==> src/rtl/multicycle_controller.sv <==
// Multi-cycle sequencer for the mini-CPU: steps each instruction through
// FETCH/DECODE/EXEC/MEM/WB and drives the datapath strobes, with RAM wait handling and traps.
module multicycle_controller #(
  parameter int TIMEOUT   = 15,
  parameter int TIMEOUT_W = 4
) (
  input  logic       clk,
  input  logic       rst_n,
  input  logic [2:0] main_op,
  input  logic [3:0] alu_in,
  input  logic       zero,
  input  logic       mem_ready,
  output logic [2:0] alu_out,
  output logic [1:0] alusrc,
  output logic       en_pc,
  output logic       jump,
  output logic       pcsrc,
  output logic       we_reg,
  output logic       en_ram,
  output logic       we_ram,
  output logic       wrtsrc,
  output logic       rdsrc,
  output logic       ir_we,
  output logic       halted,
  output logic       trap,
  output logic [2:0] state
);

  typedef enum logic [2:0] {
    S_INIT   = 3'd0,
    S_FETCH  = 3'd1,
    S_DECODE = 3'd2,
    S_EXEC   = 3'd3,
    S_MEM    = 3'd4,
    S_WB     = 3'd5,
    S_HALT   = 3'd6,
    S_TRAP   = 3'd7
  } state_t;

  localparam logic [2:0] OP_R    = 3'd0;
  localparam logic [2:0] OP_ADDI = 3'd1;
  localparam logic [2:0] OP_LW   = 3'd2;
  localparam logic [2:0] OP_SW   = 3'd3;
  localparam logic [2:0] OP_BEQ  = 3'd4;
  localparam logic [2:0] OP_BNE  = 3'd5;
  localparam logic [2:0] OP_JMP  = 3'd6;
  localparam logic [2:0] OP_HALT = 3'd7;

  state_t               state_q, state_d;
  logic [2:0]           op_q;
  logic [2:0]           fn_q;  // funct > 5 traps in DECODE, so three bits suffice
  logic [TIMEOUT_W-1:0] wait_q;
  logic                 timed_out;

  assign timed_out = (wait_q == TIMEOUT_W'(TIMEOUT));
  assign state     = state_q;

  function automatic logic [2:0] alu_code(input logic [2:0] op, input logic [2:0] fn);
    case (op)
      OP_R:           return fn;
      OP_BEQ, OP_BNE: return 3'd1;
      default:        return 3'd0;
    endcase
  endfunction

  function automatic logic [1:0] alu_src(input logic [2:0] op);
    return (op == OP_ADDI || op == OP_LW || op == OP_SW) ? 2'd1 : 2'd0;
  endfunction

  // NOTE: sequential state uses non-blocking assignments so every register samples pre-edge values.
  always_ff @(posedge clk or negedge rst_n) begin
    if (!rst_n) begin
      state_q <= S_INIT;
      op_q    <= '0;
      fn_q    <= '0;
      wait_q  <= '0;
    end else begin
      state_q <= state_d;
      if (state_q == S_DECODE) begin
        op_q <= main_op;
        fn_q <= alu_in[2:0];
      end
      // Counts idle cycles while a RAM access is outstanding; zero everywhere else.
      if ((state_q == S_FETCH || state_q == S_MEM) && !mem_ready)
        wait_q <= wait_q + TIMEOUT_W'(1);
      else
        wait_q <= '0;
    end
  end

  // NOTE: every output and state_d gets a default first so no path infers a latch.
  always_comb begin
    state_d = state_q;
    alu_out = 3'd0;
    alusrc  = 2'd0;
    en_pc   = 1'b0;
    jump    = 1'b0;
    pcsrc   = 1'b0;
    we_reg  = 1'b0;
    en_ram  = 1'b0;
    we_ram  = 1'b0;
    wrtsrc  = 1'b0;
    rdsrc   = 1'b0;
    ir_we   = 1'b0;
    halted  = 1'b0;
    trap    = 1'b0;
    case (state_q)
      S_INIT: state_d = S_FETCH;
      S_FETCH: begin
        en_ram = 1'b1;
        if (mem_ready) begin
          ir_we   = 1'b1;
          state_d = S_DECODE;
        end else if (timed_out) begin
          state_d = S_TRAP;
        end
      end
      S_DECODE: begin
        case (main_op)
          OP_HALT: state_d = S_HALT;
          OP_R:    state_d = (alu_in > 4'd5) ? S_TRAP : S_EXEC;
          OP_JMP: begin
            en_pc   = 1'b1;
            jump    = 1'b1;
            state_d = S_FETCH;
          end
          default: state_d = S_EXEC;
        endcase
      end
      S_EXEC: begin
        alu_out = alu_code(op_q, fn_q);
        alusrc  = alu_src(op_q);
        case (op_q)
          OP_BEQ, OP_BNE: begin
            en_pc   = 1'b1;
            pcsrc   = (op_q == OP_BEQ) ? zero : ~zero;
            state_d = S_FETCH;
          end
          OP_LW, OP_SW: state_d = S_MEM;
          default:      state_d = S_WB;
        endcase
      end
      S_MEM: begin
        en_ram = 1'b1;
        rdsrc  = 1'b1;
        we_ram = (op_q == OP_SW);
        alusrc = 2'd1;
        if (mem_ready) begin
          en_pc   = (op_q == OP_SW);
          state_d = (op_q == OP_SW) ? S_FETCH : S_WB;
        end else if (timed_out) begin
          state_d = S_TRAP;
        end
      end
      S_WB: begin
        we_reg  = 1'b1;
        wrtsrc  = (op_q == OP_LW);
        alu_out = alu_code(op_q, fn_q);
        alusrc  = alu_src(op_q);
        en_pc   = 1'b1;
        state_d = S_FETCH;
      end
      S_HALT: halted = 1'b1;
      S_TRAP: trap   = 1'b1;
    endcase
  end

endmodule

==> config.mk <==
export PLATFORM = sky130hd
export DESIGN_NAME = multicycle_controller
export DESIGN_NICKNAME = d
export VERILOG_FILES = /design/src/rtl/multicycle_controller.sv
export SDC_FILE = /design/constraint.sdc
export NUM_CORES = 1
export LEC_CHECK = 0
export CORE_MARGIN = 1.5
export CORE_UTILIZATION = 45
export DETAILED_ROUTE_END_ITERATION = 10
export HOLD_SLACK_MARGIN = 0.03
export PLACE_DENSITY_LB_ADDON = 0.1
export SLEW_MARGIN = 25
export SYNTH_ARGS = -nofsm -noshare
export SYNTH_HDL_FRONTEND = slang
export SYNTH_SLANG_ARGS = --single-unit
export TNS_END_PERCENT = 5
==> constraint.sdc <==
create_clock -name clk -period 4.9 [get_ports clk]
set_clock_uncertainty 0.05 [all_clocks]
set_input_delay 1.47 -clock clk [delete_from_list [all_inputs] [get_ports clk]]
set_output_delay 1.47 -clock clk [all_outputs]
set_load 0.02 [all_outputs]
==> results.cfg, run 1 <==
[cts]
clk_path_buf_depth = 2
cts_setup_buffers = 0
h-tree-depth = 1
holdBufCountCts = 0
cts_resized = 0
cts_root_buffer = clkbuf_4
insertion_delay_ns = 0.26
cts_tree = built
clock_sinks = 13
path_clk_slew_ns = 0.07
cts_buffers = 3

[cells_and_area]
fillers = 198
nets = 151
layout-drive-gt1-share = 0.0956
diodes = 0
syn_to_final_growth_pct = 33.3

[timing]
setup_viol = 0
slew_viol_final = 0
worst-slew-pin-transition_ns = 0.551
finalHoldViolations = 0
rsz0062_at_grt = no
max_freq_mhz = 215
max-slew-margin-rel = 0.632
tns_ns = 0
final.period_utilization = 0.950
fin_crit_ns = 4.66

[floorplan]
ios = 30
fp.coreArea_um2 = 1960
core.rowCount = 16
die_area_um2 = 2340
die_w_um = 48.4
start_util = 0.473
die_height_um = 48.4

[yosys]
synth-main-ff-cell = dfrtp_1
synth_area_um2 = 928
synth.area.top_cells = dfrtp_1, mux2_2, nor2_1
syn_avg_cell_area_um2 = 8.52
syn-num-nets = 123
synth_cell_types = 37
post-synth-top-area-cell = dfrtp_1
synth_edf_count = 0
async_reset_ff_frac = 1.00
synth_top_area_share = 0.350
postSynthCellCount = 109
yosysSeqAreaShare = 0.350
ys.warnings.count = 0
ys_ff_latch = 13

[global_routing]
track_usage = 0.181
grt_first_pass_wirelength_um = 3420
grt_max_degree = 17
grt_pass1_vias = 839
grt-ovfl-total = 0
antenna_found_initial = 0

[drt]
ant_nets = 0
drt_wl_total_um = 2000
drc = 0
drt_pass1_iterations = 4
viasPerCell = 5.24
vias = 854
wl_per_cell_um = 12.3
drt_iter0_markers = 15

[worst_setup_path]
endpoint_kind = output port
cp_slowest_cell = clkdlybuf4s50_1
crit_path_cell_trace = clkdlybuf4s50_1, nand2_1, or2_2, nor3_1, clkdlybuf4s50_1
rrSetupSlack_ns = 3.21
startpoint_type = input port
path_common_cell = clkdlybuf4s50_1
crit_path_max_fanout = 4
worstPathRequired_ns = 3.38
slowest_delay_ns = 0.63
arrival_ns = 3.14
crit_type = in2out

[place]
hpwl_um = 1570
finalWeightedCongestion = 0.858
io_buffers = 28

[power_and_ir_drop]
p_per_area_nw_per_um2 = 593
vdd_drop_max_mv = 0.298
p_total_mw = 0.734
p_leak_nw = 0.498

[min_path]
hold_path_class = reg2reg

[run]
cap_violations = 0

[run_status]
status = completed
-- cells by family (layout without fill, tap and decap cells) --
kind of cell / Yosys count / count (layout) / synth area share
and+or+nand+nor: 47 / 47 / 0.284
AOI/OAI and AO/OA: 26 / 26 / 0.174
DFF: 13 / 13 / 0.350
buffers and inverters: 11 / 38 / 0.0579
muxes: 5 / 5 / 0.0606
adders and majority gates: 3 / 3 / 0.0404
xor gates and xnor gates: 3 / 3 / 0.0283
other: 1 / 1 / 0.00404
-- critical path, delay by kind of cell --
family                 cells  cell delay [ns]
AND/OR/NAND/NOR            3             0.52
buffers and inverters      2             1.15
-- registers in the layout (all words and copies together), names as in the netlist --
name    count
state       3
op_q        3
fn_q        3
wait_q      4
-- layout by cell type, fill, tap and decap left out, types with 2 or more instances in the layout --
master            n
a22oi_1           2
inv_1             6
clkdlybuf4s50_1  28
o21ai_0           6
a31oi_1           3
nor2_1           12
dfrtp_1          13
xnor2_1           2
nand2b_1          5
and3_1            4
nand2_1           6
mux2_2            5
nand3_1           4
nor4b_1           2
a21oi_1           8
nor2b_1           4
clkbuf_4          3
nor3_1            2
ha_1              3
-- area by class of cell --
| type | instances | area (um^2) | share of cell area |
|---|---|---|---|
| Inverter | 6 | 22.5 | 0.0182 |
| Timing Repair Buffer | 28 | 280 | 0.226 |
| Sequential cell | 13 | 325 | 0.263 |
| Tap cell | 27 | 33.8 | 0.0273 |
| Multi-Input combinational cell | 85 | 549 | 0.444 |
| Clock buffer | 4 | 26.3 | 0.0212 |
-- power by group --
group / switching (mW) / total, mW / internal (mW)
Sequential: 0.0781 / 0.228 / 0.150
Clock: 0.0294 / 0.0608 / 0.0314
Combinational: 0.227 / 0.445 / 0.218
-- stage by stage --
stage / instances / util / worst slack, ns / hold slack (ns) / instance area (um^2)
2_1_floorplan: 109 / - / 1.13 / 0.383 / 928
3_3_place_gp: 159 / 0.617 / 0.276 / 0.399 / 1210
3_5_place_dp: 159 / 0.617 / 0.253 / 0.415 / 1210
4_1_cts: 163 / 0.631 / 0.253 / 0.424 / 1240
5_1_grt: 163 / 0.631 / 0.171 / 0.471 / 1240
6_report: 163 / 0.631 / 0.243 / 0.426 / 1240
-- path summary, 6_finish.rpt --
kind,from,end,cells past startpoint
worst max-delay path,main_op[2],jump,5
worst min-delay path,wait_q[0]$_DFF_PN0_,wait_q[0]$_DFF_PN0_,1
worst max register to register,state[1]$_DFFE_PN0P_,fn_q[2]$_DFFE_PN0P_,3
worst min register to register,wait_q[0]$_DFF_PN0_,wait_q[0]$_DFF_PN0_,1
max in group asynchronous,rst_n,wait_q[1]$_DFF_PN0_,1
min in group asynchronous,rst_n,fn_q[0]$_DFFE_PN0P_,1
-- synth_stat cells (all sizes together) (2+ instances only) --
library cell,number
xnor2,2
o21ai,6
nor4b,2
nand2b,6
a21oi,8
ha,3
buf,4
and3,4
nor2,13
dfrtp,13
inv,6
a31oi,3
nor3,2
nor2b,5
a22oi,2
nand2,6
mux2,5
nand3,4
-- layer usage --
metal	up-vias	global-route usage	share of wire
met2	24	0.301	0.48
met1	392	0.229	0.47
li1	436	-	-
met4	0	0.105	0.0065
met5	-	0	0
met3	2	0.0185	0.045
No activity file was read; power rests on OpenSTA's default activity.
==> run 2, diff against run 1 <==
==> constraint.sdc (replaced) <==
create_clock -name clk -period 4.9 [get_ports clk]
set_clock_uncertainty 0.05 [all_clocks]
set_input_delay 0.98 -clock clk [delete_from_list [all_inputs] [get_ports clk]]
set_output_delay 0.98 -clock clk [all_outputs]
set_load 0.02 [all_outputs]
==> results of run 2 <==
The final DEF is identical to that of run 1. Status: completed.
Main changes from that run: setup slack after placement 0.253 ns -> 1.23 ns; setup slack after layout 0.243 ns -> 1.22 ns
==> run 3, diff against run 2 <==
- CORE_UTILIZATION: 45 -> 41
- clock period: 4.9 -> 3.38 ns (I/O delays scaled with it)
==> run 3 against run 2 <==
Net effect:
- die area is 9.1% higher
- design area is 1.3% higher
- worst setup slack worse by 0.91 ns
- critical path depth stayed put
- register-to-register slack worse by 1.5 ns
- flip-flop and latch count stayed put
- power is 47% higher
- routed wire length is 4.6% higher
- first-iteration DRC count is 27% lower
- cell count is 1.8% higher
- sequential power is 46% higher
- count of clock-buffer cells in the layout stayed put
==> results.cfg, run 3 (same netlist as run 1, synthesis figures left out) <==
[run_status]
status = completed

[power_and_ir_drop]
comb_power_share = 0.607
p_switching_mw = 0.490
p_per_area_nw_per_um2 = 859
swShare = 0.455
sequentialPowerShare = 0.308
vdd_drop_max_mv = 0.451
clockPowerShare = 0.084
p_leak_nw = 0.508
p_int_mw = 0.586

[drt]
highest_layer = met4
vias = 871
viasPerCell = 5.25
drt_iter0_markers = 11
wl_per_cell_um = 12.6
ant_nets = 0
drt_pass1_iterations = 4
drc = 0
met1_length_um = 964
dr_wl_met2_um = 1050
dr_wl_met3_um = 48
drt_wl_total_um = 2100

[worst_setup_path]
startpoint_type = input port
rr_startpoint = state[1]$_DFFE_PN0P_
arrival_ns = 2.34
rrSetupSlack_ns = 1.72
r2r_end = state[2]$_DFFE_PN0P_
worstPathRequired_ns = 2.65
endpoint_kind = output port
crit_path_max_fanout = 4
reg2reg_depth = 5
crit_type = in2out

[floorplan]
fp.coreArea_um2 = 2170
die_w_um = 50.6
die_height_um = 50.6
core.rowCount = 17
ios = 30
die_area_um2 = 2560
start_util = 0.428

[timing]
rsz0062_at_grt = no
fin_crit_ns = 3.07
max_freq_mhz = 326
tns_ns = 0
final.period_utilization = 0.907
setup_viol = 0
finalHoldViolations = 0
worst-slew-pin-transition_ns = 0.550
slew_viol_final = 0
max-slew-margin-rel = 0.632

[cts]
cts_setup_buffers = 0
clock_sinks = 13
clk_path_buf_depth = 2
cts_buffers = 3
insertion_delay_ns = 0.27
holdBufCountCts = 0
cts_tree = built
path_clk_slew_ns = 0.07
h-tree-depth = 1
cts_root_buffer = clkbuf_4
cts_resized = 0

[min_path]
hold_path_class = reg2reg
hold-path-cell-count = 1
hold_end = wait_q[0]$_DFF_PN0_
hp-start = wait_q[0]$_DFF_PN0_

[global_routing]
grt_first_pass_wirelength_um = 3550
grt_pass1_vias = 851
grt_max_degree = 17
track_usage = 0.180
grt-ovfl-total = 0
antenna_found_initial = 0

[cells_and_area]
nets = 153
layout-drive-gt1-share = 0.109
diodes = 0
utilization = 0.578
regMostFlops = wait_q
final_cells = 166
syn_to_final_growth_pct = 35.0
layout_common_cells = clkdlybuf4s50_1, dfrtp_1, nor2_1
largest_register_ffs = 4
final_common_cell = clkdlybuf4s50_1

[place]
io_buffers = 28
hpwl_um = 1660
finalWeightedCongestion = 0.837
placed_cells = 162

[run]
cap_violations = 0
## run 3: critical path: stages
cell and delay (ns):
clkdlybuf4s50_1 0.53, nand2_1 0.08, or2_2 0.28, nor3_1 0.14
clkdlybuf4s50_1 0.63
## run 3: per-layer routing
| layer | up-vias | GRT usage |
|---|---|---|
| li1 | 443 | - |
| met1 | 406 | 0.226 |
| met2 | 18 | 0.305 |
| met3 | 4 | 0.00893 |
| met4 | 0 | 0.104 |
| met5 | - | 0 |
## run 3: final cells by class
| type | count | area (um^2) |
|---|---|---|
| Multi-Input combinational cell | 85 | 549 |
| Tap cell | 28 | 35.0 |
| Fill cell | 209 | 916 |
| Sequential cell | 13 | 325 |
| Timing Repair Buffer | 30 | 295 |
| Inverter | 6 | 22.5 |
| Clock buffer | 4 | 26.3 |
## run 3: power by group through the flow
| stage | logic (mW) | clock network [mW] | registers, mW |
|---|---|---|---|
| 6_report | 0.654 | 0.0909 | 0.332 |
| 5_1_grt | 0.717 | 0.102 | 0.344 |
| 4_1_cts | 0.657 | 0.0954 | 0.332 |
| 3_5_place_dp | 0.655 | 0 | 0.336 |
| 3_3_place_gp | 0.649 | 0 | 0.334 |
| 2_1_floorplan | 0.476 | 0 | 0.285 |
## run 3: worst max path at each step
stage	from	to	slack (ns)	cells after the start
after CTS	main_op[2]	jump	0.29	5
after global routing	state[2]$_DFFE_PN0P_	alu_out[2]	0.16	5
after global placement	main_op[1]	jump	0.37	5
after floorplan	state[1]$_DFFE_PN0P_	en_pc	0.74	5
final	main_op[2]	jump	0.31	5
after detailed placement	main_op[2]	jump	0.29	5
## run 3: metrics by stage
stage | hold slack (ns) | area [um^2] | setup slack, ns | total power, mW
floorplan | 0.330 | 928 | 0.735 | 0.761
global placement | 0.398 | 1230 | 0.369 | 0.983
detailed placement | 0.405 | 1230 | 0.294 | 0.991
CTS | 0.416 | 1250 | 0.294 | 1.08
global route | 0.451 | 1250 | 0.161 | 1.16
finish | 0.410 | 1250 | 0.313 | 1.08
